**src/rtl/mips_vic.sv**
```systemverilog
// mips_vic: vectored interrupt controller for the single-cycle MIPS core.
// Rising edges on irq_in are latched as pending events. Each channel is
// gated by its enable bit, and the lowest-numbered request has priority.
// A one-cycle take_int pulse hands the core a vector address and the
// controller captures the return address. No further interrupt is taken
// until the core issues eret.
// Optional build macro MIPS_VIC_SYNC_EN places a 2-flop synchronizer
// in front of edge detection, which adds two cycles of latency.
module mips_vic #(
    parameter int          NUM_IRQ        = 8,
    parameter logic [31:0] VEC_BASE       = 32'h0000_0100,
    parameter int          VEC_STRIDE_LG2 = 3,
    parameter logic [NUM_IRQ-1:0] IE_RESET = '0,
    localparam int         ID_W           = $clog2(NUM_IRQ)
) (
    input  logic               clk,
    input  logic               reset,
    input  logic [NUM_IRQ-1:0] irq_in,
    input  logic               ie_we,
    input  logic [NUM_IRQ-1:0] ie_wd,
    output logic [NUM_IRQ-1:0] ie_q,
    output logic [NUM_IRQ-1:0] pending_q,
    input  logic [31:0]        pc_next,
    input  logic               eret,
    output logic               take_int,
    output logic [31:0]        vector_addr,
    output logic [ID_W-1:0]    irq_id,
    output logic [NUM_IRQ-1:0] int_ack,
    output logic [31:0]        epc,
    output logic               in_service
);

    typedef enum logic [1:0] {
        IDLE    = 2'd0,
        TAKE    = 2'd1,
        SERVICE = 2'd2
    } state_t;

    localparam logic [NUM_IRQ-1:0] ONE_HOT_0 = {{(NUM_IRQ-1){1'b0}}, 1'b1};

    state_t             state;
    logic [NUM_IRQ-1:0] irq_src;
    logic [NUM_IRQ-1:0] hist_q;
    logic [NUM_IRQ-1:0] irq_event;
    logic [NUM_IRQ-1:0] req;
    logic [ID_W-1:0]    pick_id;
    logic               pick_valid;

`ifdef MIPS_VIC_SYNC_EN
    logic [NUM_IRQ-1:0] sync_1;
    logic [NUM_IRQ-1:0] sync_2;

    // Two-stage synchronizer for asynchronous request lines
    always_ff @(posedge clk) begin
        if (reset) begin
            sync_1 <= '0;
            sync_2 <= '0;
        end else begin
            sync_1 <= irq_in;
            sync_2 <= sync_1;
        end
    end

    assign irq_src = sync_2;
`else
    assign irq_src = irq_in;
`endif

    // A line that is high while history is low is a new event.
    // History resets to 0, so a line already high at reset release counts once.
    assign irq_event = irq_src & ~hist_q;
    assign req       = pending_q & ie_q;

    // Decoded from registered state only; there is no path from irq_in
    assign take_int    = (state == TAKE);
    assign in_service  = (state == SERVICE);
    assign int_ack     = take_int ? (ONE_HOT_0 << irq_id) : '0;
    assign vector_addr = VEC_BASE + (32'(irq_id) << VEC_STRIDE_LG2);

    // Fixed priority: scanning downward leaves the lowest requesting index
    always_comb begin
        pick_id    = '0;
        pick_valid = 1'b0;
        for (int i = NUM_IRQ - 1; i >= 0; i--) begin
            if (req[i]) begin
                pick_id    = ID_W'(i);
                pick_valid = 1'b1;
            end
        end
    end

    // Edge history, enable register, and pending register.
    // A new event has priority over the TAKE clear, so it is never lost.
    always_ff @(posedge clk) begin
        if (reset) begin
            hist_q    <= '0;
            ie_q      <= IE_RESET;
            pending_q <= '0;
        end else begin
            hist_q    <= irq_src;
            pending_q <= (pending_q & ~int_ack) | irq_event;
            if (ie_we) begin
                ie_q <= ie_wd;
            end
        end
    end

    // Interrupt sequencing: IDLE picks a channel, TAKE lasts exactly one
    // cycle and captures EPC, and SERVICE waits for eret
    always_ff @(posedge clk) begin
        if (reset) begin
            state  <= IDLE;
            irq_id <= '0;
            epc    <= '0;
        end else begin
            case (state)
                IDLE: begin
                    if (pick_valid) begin
                        irq_id <= pick_id;
                        state  <= TAKE;
                    end
                end
                TAKE: begin
                    epc   <= pc_next;
                    state <= SERVICE;
                end
                SERVICE: begin
                    if (eret) begin
                        state <= IDLE;
                    end
                end
                default: begin
                    state <= IDLE;
                end
            endcase
        end
    end

endmodule

```
**config.mk**
```make
export PLATFORM = sky130hd
export DESIGN_NAME = mips_vic
export DESIGN_NICKNAME = d
export VERILOG_FILES = /design/src/rtl/mips_vic.sv
export SDC_FILE = /design/constraint.sdc
export NUM_CORES = 1
export LEC_CHECK = 0
export CORE_UTILIZATION = 38
export DETAILED_ROUTE_END_ITERATION = 8
export GPL_ROUTABILITY_DRIVEN = 0
export PLACE_DENSITY = 0.87
export SLEW_MARGIN = 20
export SYNTH_ARGS = -nofsm -noshare
export SYNTH_HDL_FRONTEND = slang
export SYNTH_SLANG_ARGS = --single-unit
```
**constraint.sdc**
```tcl
create_clock -name clk -period 1.4 [get_ports clk]
set_input_delay 0.14 -clock clk [delete_from_list [all_inputs] [get_ports clk]]
set_output_delay 0.14 -clock clk [all_outputs]
set_load 0.005 [all_outputs]
```
; ---- Word-level counts from Yosys, hierarchy flattened
; Index checks and enable logic that the tools add are counted.
[totals]
ff_bits = 61
input_bits = 52
out_inout_bits = 93
word_cells = 41
[op_classes]
n_addsub = 1
eq_ne = 4
shifts = 1
mux = 20
n_bitwise = 6
n_reduce_logical = 3
[op_table]
columns = cell, n
row1 = bitwise AND 8 bit, 3
row2 = 2-to-1 mux 3 bit, 8
row3 = inverter 8 bit, 2
row4 = adder 9 x 6 -> 10 bit (first input constant), 1
row5 = 2-to-1 mux 1 bit, 8
row6 = 2-to-1 mux 8 bit, 1
row7 = bitwise OR 8 bit, 1
row8 = left shift 1 x 3 -> 8 bit (first input constant), 1
row9 = case mux 2 bit (3 select lines), 1
row10 = 2-to-1 mux 2 bit, 2
row11 = inequality test 2 bit (second input constant), 2
row12 = AND reduction 2 bit, 2
row13 = == test 2 x 1 -> 1 bit (second input constant), 1
row14 = == test 2 bit (second input constant), 1
row15 = zero test 2 bit, 1

; ---- Depth between registers and ports, before layout
[logic_depth]
ltp_word = 11
depth_mapped = 5
ltp_nobuf = 5

; ---- Least setup slack after synthesis
; No wires, ideal clock.
[synth_path]
path_kind = reg-to-reg
startpoint = register state[0]
endpoint = register pending_q[0]
setup_time_ns = 0.134
t_arrival_ns = 0.947
required_ns = 1.266
path_slack_ns = 0.319
path_stages_with_launch = 6
path_buffers = 1
period_less_slack_ns = 1.081
path_cell_list = dfxtp_1 > nand2b_4 > buf_6 > nor4_2 > nand2b_1 > a21oi_1
[synth_via]
elab_chain_len = 5
[synth_rtl]
columns = item, line
row1 = start: declaration, 41  ; state_t state;
row2 = start signal: assignment, 112  ; state <= IDLE;
row3 = start signal: assignment, 120  ; state <= TAKE;
row4 = start signal: assignment, 125  ; state <= SERVICE;
row5 = == test 2 x 1 -> 1 bit, 75  ; assign take_int = (state == TAKE);
row6 = 2-to-1 mux 8 bit, 77  ; assign int_ack = take_int ? (ONE_HOT_0 << irq_id) : '0;
row7 = named net int_ack[0], 28  ; output logic [NUM_IRQ-1:0] int_ack,
row8 = inverter 8 bit, 101  ; pending_q <= (pending_q & ~int_ack) | irq_event;
row9 = bitwise AND 8 bit, 101
row10 = bitwise OR 8 bit, 101
row11 = end signal: assignment, 101
row12 = end: declaration, 22  ; output logic [NUM_IRQ-1:0] pending_q,
; The timed path passes the listed nets, and every way through them passes these cells.
; A chain may end at the register's enable or synchronous reset.

; ---- Worst setup path in the final report
[layout_path]
startpoint = register state[1]
endpoint = output port int_ack[0]
[layout_via]
elab_chain_len = 2
[layout_rtl]
columns = item, line
row1 = == test 2 x 1 -> 1 bit, 75
row2 = 2-to-1 mux 8 bit, 77
row3 = end: declaration, 28
; Every way passes these cells.

==> results.json <==
{
  "grt_pass1_vias": 2225,
  "io_buffer_count": 115,
  "synth_seq_area_share_pct": 47.0,
  "endpoint_kind": "primary output",
  "path_cells": "nand2b_4 -> buf_6 -> nor4_4 -> buf_2",
  "die_y_microns": 84.7,
  "fin_skew_ns": 0.00752,
  "cts_htree_levels": 3,
  "leakage_nw": 1.71,
  "setup_viol": 3,
  "max_freq_mhz": 701,
  "area_delta_synth_final_pct": 54.6,
  "cts_root_buf": "clkbuf_8",
  "period_share_pct": 102,
  "synth_area_sq_mm": 0.00260,
  "grt_usage_pct": 18.9,
  "period_needed_ns": 1.43,
  "cp.buffers_inverters": 2,
  "placed_cell_area_sq_mm": 0.00374,
  "rsz0062_at_grt": "true",
  "drtPass1Iterations": 9,
  "clkTransAtPathRegs_ns": 0.07,
  "synth-main-ff-cell": "dfxtp_1",
  "syn_avg_cell_area_sq_um": 8.72,
  "p_clk_share_pct": 30.2,
  "final_max_slew_viol_count": 0,
  "num_io_pins": 145,
  "cts_tree": "yes",
  "finalWorstSetupSlack_ns": -0.0274,
  "ir_drop_mv": 0.663,
  "drc": 8,
  "wl_per_cell_microns": 13.2,
  "pwr-share-seq_pct": 48.4,
  "pre_cts_slack_ns": -0.0703,
  "crit_required_ns": 1.26,
  "clk_path_buf_depth": 2,
  "startpoint_type": "flip-flop",
  "drt-initial-drc-count": 93,
  "p_switching_mw": 1.07,
  "hold_path_class": "input port to flip-flop",
  "swShare_pct": 26.6,
  "nets": 475,
  "vias_per_cell": 4.67,
  "die_w_microns": 84.7,
  "hold_viol_final": 0,
  "die_area_sq_mm": 0.00717,
  "comb_power_share_pct": 21.3,
  "antenna_cells": 0,
  "cts.sinks": 61,
  "gr-total-overflow": 0,
  "core_sq_mm": 0.00646,
  "violations": "DRC, setup timing",
  "antenna_found_initial": 0,
  "p_int_mw": 2.97,
  "grt_first_pass_wirelength_microns": 10500,
  "status": "finished, violations left",
  "grt_max_degree": 59,
  "start_util_pct": 40.2,
  "synthCells": 298,
  "cts_buffers": 9,
  "clk_latency_ns": 0.32,
  "stdcell_area_sq_mm": 0.00402,
  "num_rows": 29,
  "hpwl_microns": 4800,
  "antenna_left": 0,
  "p_per_area_mw_per_mm2": 1010,
  "synthArstFlopShare_pct": 0,
  "crit_type": "flip-flop to primary output",
  "vias": 2348,
  "timing.max_cap.violations": 0,
  "critPathMaxStageDelay_ns": 0.32,
  "path_max_fanout": 5,
  "crit_slowest_cell": "dfxtp_2",
  "critPathTopFamily": "simple AND/OR/NAND/NOR gates",
  "drt-total-wl_microns": 6650,
  "synth-edff-count": 0,
  "ys_types": 31,
  "arrival_ns": 1.29,
  "ys_seq_elements": 61,
  "drive_gt1_share_pct": 18.8,
  "yosys_warnings": 0
}
[state kept, by name, summed over array words and instances, names as in the netlist]
signal and flops:
hist_q 8, pending_q 8, ie_q 8, irq_id 3
epc 32, state 2
[power by group through the flow]
| stage | combinational (mW) | sequential (mW) | clock (mW) |
|---|---|---|---|
| final | 0.863 | 1.96 | 1.22 |
| after global routing | 0.937 | 1.98 | 1.39 |
| after CTS | 0.853 | 1.96 | 1.28 |
| after detailed placement | 0.805 | 1.99 | 0 |
| after global placement | 0.791 | 1.99 | 0 |
| after floorplan | 0.395 | 1.99 | 0 |
[metal layers]
layer | up-vias | GRT usage, % | routed length [microns]
met5 | - | 0 | 0
met4 | 0 | 7.70 | 97
li1 | 1168 | - | -
met2 | 85 | 32.8 | 3450
met3 | 9 | 5.80 | 411
met1 | 1086 | 21.7 | 2690
[cell type report]
| class | count | area, sq um |
|---|---|---|
| timing repair buffer | 134 | 1270 |
| tap | 77 | 96.3 |
| clock inverter | 3 | 15.0 |
| clock buffer | 11 | 131 |
| inverter | 2 | 10.0 |
| sequential | 61 | 1270 |
| fill | 577 | 2440 |
| multi-input combinational | 215 | 1220 |
[cells in the mapped netlist, types with 2 or more instances]
cell / number / share of area (%)
o21ai_1: 2 / 0.39
nand2_1: 71 / 10
buf_4: 35 / 10
nand2b_1: 16 / 3.9
dfxtp_1: 61 / 47
a32oi_1: 2 / 0.67
o21ai_0: 3 / 0.58
nor2_1: 13 / 1.9
mux2i_1: 8 / 3.1
buf_2: 4 / 0.77
a21oi_1: 43 / 8.3
nor3_2: 3 / 1.2
clkbuf_1: 7 / 1.0
nor2b_1: 9 / 2.2
a22oi_4: 4 / 3.3
conb_1: 2 / 0.29
[worst paths after layout]
path / start / slack, ns / cells past startpoint / endpoint
setup / recovery: state[1] / -0.03 / 4 / int_ack[0]
hold reg to reg: epc[24] / 0.45 / 2 / epc[24]
setup reg to reg: state[1] / 0.12 / 6 / epc[1]
hold / removal: reset / 0.06 / 2 / state[1]
[cell usage in the layout (no fill, tap or decap), types with 2 or more instances in the layout]
cell,netlist,layout
buf_4,35,15
nor2_1,13,10
a22oi_4,4,4
nand2b_4,1,3
nand2_1,71,71
nor2_2,0,2
dlygate4sd2_1,0,5
dlymetal6s2s_1,0,3
dfxtp_1,61,41
buf_6,1,3
a32oi_1,2,2
dfxtp_4,0,10
dfxtp_2,0,10
o21ai_1,2,2
clkbuf_1,7,2
nor2b_1,9,8
clkbuf_8,0,9
clkdlybuf4s50_1,0,97
clkinv_2,0,3
buf_2,4,8
nor3_4,0,3
o21ai_0,3,3
conb_1,2,29
mux2i_1,8,8
a21oi_1,43,43
nand2b_1,16,14
[logic make-up (layout without fill, tap and decap cells)]
logic type             count (synthesis)  count (layout)  share of synthesized area (%)
other                                  2              29                          0.289
AND/OR/NAND/NOR                      118             118                           21.8
AO/OA/AOI/OAI                         60              60                           15.2
buffers and inverters                 49             150                           12.6
multiplexers                           8               8                           3.08
flip-flops                            61              61                           47.0
[metrics by stage]
step / power (mW) / util (%) / setup TNS, ns / hold slack (ns) / std cells
2_1_floorplan: 2.39 / - / 0 / 0.268 / 325
6_report: 4.04 / 62.2 / -0.0729 / 0.0579 / 503
4_1_cts: 4.09 / 61.5 / -0.193 / 0.0432 / 503
3_3_place_gp: 2.78 / 57.9 / -0.174 / 0.395 / 484
3_5_place_dp: 2.80 / 57.9 / -0.265 / 0.399 / 484
5_1_grt: 4.30 / 62.2 / -0.356 / 0.0525 / 503
[timing repair]
action / CTS / global route
hold buffers: 0 / 0
pin swaps: 4 / 1
resized for setup: 68 / 20
gates cloned: 0 / 0
hold endpoints to repair: 0 / 0
setup buffers: 5 / 0
endpoints found under the setup margin: 32 / 20
Note: power is estimated with default switching activity, not from simulation.
